<file path="src/rtl/noise_alarm.sv">
// noise_alarm: counts noise events per fixed observation window and raises a
// blinking alarm when a window collects THRESHOLD or more events. The alarm
// holds for HOLD_WINDOWS complete windows or until the operator acknowledges.
// It then spends one cooldown window, whose events are discarded, before
// monitoring resumes.
//
// Handshake note: there is no valid/ready pair on this block. event_pulse is
// a one-cycle strobe with no back-pressure. ack is a level sampled on every
// clk edge and acted on only in ALARM.
//
// The FSM state is held in the signal "state", so checkers can bind to it.
module noise_alarm #(
  parameter int WINDOW_CYCLES = 1000,
  parameter int THRESHOLD     = 4,
  parameter int BLINK_HALF    = 50,
  parameter int HOLD_WINDOWS  = 3
) (
  input  logic       clk,
  input  logic       reset,
  input  logic       noise_in,
  input  logic       ack,
  output logic       event_pulse,
  output logic [7:0] event_count,
  output logic       alarm,
  output logic       led
);

  localparam int WC_W = (WINDOW_CYCLES > 1) ? $clog2(WINDOW_CYCLES) : 1;
  localparam int BL_W = $clog2(BLINK_HALF + 1);
  localparam int HD_W = $clog2(HOLD_WINDOWS + 1);

  localparam logic [WC_W-1:0] WRAP_VAL   = WC_W'(WINDOW_CYCLES - 1);
  localparam logic [BL_W-1:0] BLINK_LAST = BL_W'(BLINK_HALF - 1);
  localparam logic [HD_W-1:0] HOLD_LAST  = HD_W'(HOLD_WINDOWS - 1);
  localparam logic [7:0]      THRESH     = 8'(THRESHOLD);

  typedef enum logic [1:0] {
    ST_MONITOR  = 2'd0,
    ST_ALARM    = 2'd1,
    ST_COOLDOWN = 2'd2
  } state_t;

  state_t          state;
  state_t          state_next;

  logic            sync_1;
  logic            sync_2;
  logic            sync_3;
  logic [WC_W-1:0] win_cnt;
  logic            wrap;
  logic [7:0]      acc;
  logic [7:0]      acc_sum;
  logic            count_en;
  logic [HD_W-1:0] hold_cnt;
  logic [BL_W-1:0] blink_cnt;
  logic [BL_W-1:0] blink_d;
  logic            led_d;
  logic            alarm_d;

  // Two flops bring noise_in into the clk domain; a third gives the previous
  // level, so a rising edge gives exactly one registered strobe.
  always_ff @(posedge clk or posedge reset) begin
    if (reset) begin
      sync_1      <= 1'b0;
      sync_2      <= 1'b0;
      sync_3      <= 1'b0;
      event_pulse <= 1'b0;
    end else begin
      sync_1      <= noise_in;
      sync_2      <= sync_1;
      sync_3      <= sync_2;
      event_pulse <= sync_2 & ~sync_3;
    end
  end

  // The window counter runs freely in every state; its last value marks the wrap.
  always_ff @(posedge clk or posedge reset) begin
    if (reset) begin
      win_cnt <= '0;
    end else if (wrap) begin
      win_cnt <= '0;
    end else begin
      win_cnt <= win_cnt + 1'b1;
    end
  end

  assign wrap     = (win_cnt == WRAP_VAL);
  assign count_en = (state == ST_MONITOR);
  // A strobe on the wrap cycle still belongs to the window that is closing.
  assign acc_sum  = (event_pulse && (acc != 8'hFF)) ? acc + 8'd1 : acc;

  // Accumulate events while monitoring; publish and clear at every wrap.
  always_ff @(posedge clk or posedge reset) begin
    if (reset) begin
      acc         <= 8'd0;
      event_count <= 8'd0;
    end else if (wrap) begin
      acc         <= 8'd0;
      event_count <= count_en ? acc_sum : 8'd0;
    end else if (count_en) begin
      acc         <= acc_sum;
    end
  end

  // Count wraps seen in ALARM; the count stays at zero outside ALARM.
  always_ff @(posedge clk or posedge reset) begin
    if (reset) begin
      hold_cnt <= '0;
    end else if (state != ST_ALARM) begin
      hold_cnt <= '0;
    end else if (wrap) begin
      hold_cnt <= hold_cnt + 1'b1;
    end
  end

  // FSM state register.
  always_ff @(posedge clk or posedge reset) begin
    if (reset) begin
      state <= ST_MONITOR;
    end else begin
      state <= state_next;
    end
  end

  // FSM next-state logic. In ALARM, ack and the final hold wrap lead to the same state.
  always_comb begin
    state_next = state;
    case (state)
      ST_MONITOR:  if (wrap && (acc_sum >= THRESH)) state_next = ST_ALARM;
      ST_ALARM:    if (ack || (wrap && (hold_cnt == HOLD_LAST))) state_next = ST_COOLDOWN;
      ST_COOLDOWN: if (wrap) state_next = ST_MONITOR;
      default:     state_next = ST_MONITOR;
    endcase
  end

  // FSM output logic. The LED starts lit on entry and toggles every BLINK_HALF cycles.
  always_comb begin
    alarm_d = (state_next == ST_ALARM);
    led_d   = 1'b0;
    blink_d = '0;
    if (state_next == ST_ALARM) begin
      if (state != ST_ALARM) begin
        led_d   = 1'b1;
        blink_d = '0;
      end else if (blink_cnt == BLINK_LAST) begin
        led_d   = ~led;
        blink_d = '0;
      end else begin
        led_d   = led;
        blink_d = blink_cnt + 1'b1;
      end
    end
  end

  // Register the outputs so that alarm and led change on the same edge as the state.
  always_ff @(posedge clk or posedge reset) begin
    if (reset) begin
      alarm     <= 1'b0;
      led       <= 1'b0;
      blink_cnt <= '0;
    end else begin
      alarm     <= alarm_d;
      led       <= led_d;
      blink_cnt <= blink_d;
    end
  end

endmodule

</file>
<file path="config.mk">
export PLATFORM = sky130hd
export DESIGN_NAME = noise_alarm
export DESIGN_NICKNAME = d
export VERILOG_FILES = /design/src/rtl/noise_alarm.sv
export SDC_FILE = /design/constraint.sdc
export NUM_CORES = 1
export LEC_CHECK = 0
export ABC_AREA = 1
export CORE_UTILIZATION = 35
export DETAILED_ROUTE_END_ITERATION = 8
export PLACE_DENSITY = 0.5
export SLEW_MARGIN = 20
export SYNTH_ARGS = -nofsm -noshare
export SYNTH_HDL_FRONTEND = slang
export SYNTH_SLANG_ARGS = --single-unit
</file>
<file path="constraint.sdc">
create_clock -name clk -period 4.4 [get_ports clk]
set_input_delay 0.88 -clock clk [delete_from_list [all_inputs] [get_ports clk]]
set_output_delay 0.88 -clock clk [all_outputs]
set_load 0.05 [all_outputs]
</file>
==> metrics.csv <==
stage,metric,value,unit
power,P_leak,0.00114,uW
logic_synthesis,Synth area leaders,"dfrtp_1 (52%), nand2_1 (11%), inv_1 (5.2%)",
outcome,outcome,"finished, final reports clean",
sta,Final Hold Fails,0,
logic_synthesis,Netlist cell types,26,
worst_setup_path,CP cell instances,clkdlybuf4s50_1,
clock_tree,Post-CTS Setup Inserts,0,
worst_setup_path,Register-to-Register Path Depth,10,
placement,RD Place Congestion,0.774,
clock_tree,CTS resizes,0,
final_layout,share of layout cells above drive strength 1,8.81,%
sta,Slew @ Worst Pin,0.943,ns
worst_setup_path,CP Capture Type,primary output,
route,Iter 0 DRT Violations,70,
grt,largest net degree at the start of global routing,28,
floorplanning,initial cell density of the core,36.4,%
clock_tree,CTS tree,yes,
clock_tree,CTS Buf Count,5,
grt,first-pass GRT wire length,6760,um
floorplanning,io pins,15,
sta,Max-slew headroom,36.8,%
grt,vias in the first global route,1549,
clock_tree,Max Root-Sink Buffers,2,
grt,GRT Total Usage,14.3,%
logic_synthesis,synthesized area,0.00202,sq mm
min_path,min-delay src,sync_1$_DFF_PP0_,
run,max-cap violations,0,
worst_setup_path,slowest CP cell,clkdlybuf4s50_1,
final_layout,Antenna Cells,0,
worst_setup_path,R2R Path End,blink_cnt[2]$_DFF_PP0_,
route,vias per cell,4.55,
logic_synthesis,cell taking the most area after synthesis,dfrtp_1,
route,vias,1516,
final_layout,fin cells,333,
worst_setup_path,crit path to,event_pulse,
worst_setup_path,critical path startpoint category,flop,
floorplanning,Rows,27,
final_layout,Final Net Count,269,
worst_setup_path,flop2flop setup slack,2.16,ns
placement,Post-Place Cells,325,
clock_tree,CTS sink cnt,42,
worst_setup_path,peak per-stage delay on the critical path,0.85,ns
sta,setup TNS,0,ns
logic_synthesis,Cells after Synth,240,
clock_tree,H-Tree Depth,2,
logic_synthesis,Synth top area share,52.0,%
route,first-pass detailed-route iteration total,4,
sta,Max Slew Vio Count,0,
sta,Max Clk Rate,398,MHz
clock_tree,hold_buf cts,0,
worst_setup_path,critical-path maximum fanout,7,
route,DRC,0,
final_layout,fin util,42.6,%
clock_tree,CTS root buf,clkbuf_8,
sta,RSZ-0062 raised after global routing,no,
sta,post-layout min period,2.51,ns
route,routed len/inst,11.2,um
grt,GRT overflow,0,
floorplanning,Die ar.,0.00608,sq mm
clock_tree,clock latency on the worst-skew pair,0.29,ns
logic_synthesis,syn nets,249,
sta,Setup-failing EPs final,0,
logic_synthesis,synth warn,0,
placement,Buffers on Ports,14,
worst_setup_path,WP data required,3.52,ns
worst_setup_path,critical path data arrival time,1.63,ns
floorplanning,Core ar.,0.00554,sq mm
min_path,Hold Path Class,reg -> reg,
worst_setup_path,critical path type,reg -> out,
sta,clock skew,0.00899,ns
route,Post-Route WL,3740,um
worst_setup_path,WP depth,1,
logic_synthesis,post-synthesis sequential area ratio,52.0,%
floorplanning,Vert. Die Dim,78.0,um
grt,initial antenna violation count,0,
clock_tree,"Reg clk slew, reported paths",0.09,ns
sta,Final Cycle Share,57.1,%
worst_setup_path,Crit. Startpoint,event_pulse$_DFF_PP0_,
worst_setup_path,CP bufs+invs,1,
power,Max VDD drop,0.000174,V
floorplanning,chip width,78.0,um
placement,HPWL Detailed,2750,um
final_layout,Area Growth Syn to Fin,16.9,%
logic_synthesis,"FF+latch count, synth",42,
worst_setup_path,largest delay contributor family on the critical path,buffers and inverters,
route,Antenna Nets Post-Route,0,
worst_setup_path,FF-to-FF Start,win_cnt[0]$_DFF_PP0_,
power,Pwr Density,400,mW/mm^2
logic_synthesis,Mapped Avg Cell Area,8.41,sq um
-- cells in the mapped netlist --
master / count
nor2_1: 22
nor3_1: 2
inv_2: 2
nor2_4: 2
nor3b_1: 2
nand4_1: 5
nor2_2: 2
buf_2: 2
xnor2_1: 3
inv_1: 28
ha_1: 5
nand2_4: 2
nand2_2: 3
nand2_1: 61
a21oi_1: 13
a21oi_2: 1
nand3_2: 1
xor2_1: 3
nand3_1: 18
clkinv_1: 1
nor3_2: 1
o21ai_1: 2
and3_1: 1
o21ai_0: 15
nand3b_1: 1
dfrtp_1: 42
-- worst register-to-register path: cells and delay by family, from the launching register on --
family | cells | cell delay (ns)
AND/OR/NAND/NOR | 6 | 1.17
buffers and inverters | 3 | 0.40
flip-flops | 1 | 0.38
adder cells (fa/ha/maj) | 1 | 0.22
-- how the worst min path moves through the flow --
| stage | endpoint | cells after the start |
|---|---|---|
| final | sync_2$_DFF_PP0_ | 0 |
| after global routing | sync_3$_DFF_PP0_ | 0 |
| after CTS | sync_3$_DFF_PP0_ | 0 |
| after detailed placement | sync_2$_DFF_PP0_ | 0 |
| after global placement | sync_3$_DFF_PP0_ | 0 |
| after floorplan | sync_2$_DFF_PP0_ | 0 |
-- stage by stage --
step / setup WS, ns / total power (uW) / hold WS, ns / cell area (sq um)
after floorplan: 2.55 / 604 / 0.331 / 2020
after global placement: 2.08 / 652 / 0.358 / 2250
after detailed placement: 2.06 / 649 / 0.354 / 2250
after CTS: 1.87 / 956 / 0.370 / 2360
after global routing: 1.80 / 1010 / 0.367 / 2360
final: 1.89 / 944 / 0.367 / 2360
-- cells by family (layout without fill, tap and decap cells) --
| kind of cell | Yosys count | in the layout | share of synthesized area [%] |
|---|---|---|---|
| buf+inv | 33 | 54 | 6.26 |
| fa+ha+maj | 5 | 5 | 3.10 |
| flops | 42 | 42 | 52.0 |
| simple gates | 123 | 123 | 28.1 |
| xor+xnor | 6 | 6 | 2.60 |
| compound gates | 31 | 31 | 7.87 |
-- layout by cell type, fill, tap and decap left out, types with 5 or more instances in the layout --
| cell type | count |
|---|---|
| a21oi_1 | 13 |
| clkbuf_8 | 5 |
| clkdlybuf4s50_1 | 14 |
| dfrtp_1 | 42 |
| ha_1 | 5 |
| inv_1 | 27 |
| nand2_1 | 61 |
| nand3_1 | 18 |
| nand4_1 | 5 |
| nor2_1 | 22 |
| o21ai_0 | 15 |
-- area by class of cell --
| type | instances | area [sq um] |
|---|---|---|
| tap | 72 | 90.1 |
| sequential | 42 | 1050 |
| clock inverter | 3 | 45.0 |
| timing repair buffer | 15 | 148 |
| inverter | 31 | 116 |
| clock buffer | 5 | 68.8 |
| multi-input combinational | 165 | 842 |
| fill | 561 | 3180 |
-- state kept, by name, indices dropped and copies added (netlist names) --
signal and count:
event_pulse 1, state 2, alarm 1, sync_2 1, acc 8, sync_1 1
blink_cnt 6, hold_cnt 2, sync_3 1, win_cnt 10, led 1, event_count 8
-- metal layers --
layer / vias to the layer above / routed length (um) / GRT usage [%]
met5: - / 0 / 0
met4: 0 / 29 / 5.00
li1: 804 / - / -
met1: 695 / 1880 / 17.8
met2: 15 / 1750 / 24.0
met3: 2 / 89 / 3.53
-- where the power goes --
part / leakage [uW] / internal (uW) / switching (uW)
clock: 0.0000504 / 169 / 135
sequential: 0.000549 / 417 / 43.5
combinational: 0.000539 / 69.0 / 111
total: 0.00114 / 655 / 289
(Power assumes the default switching activity.)
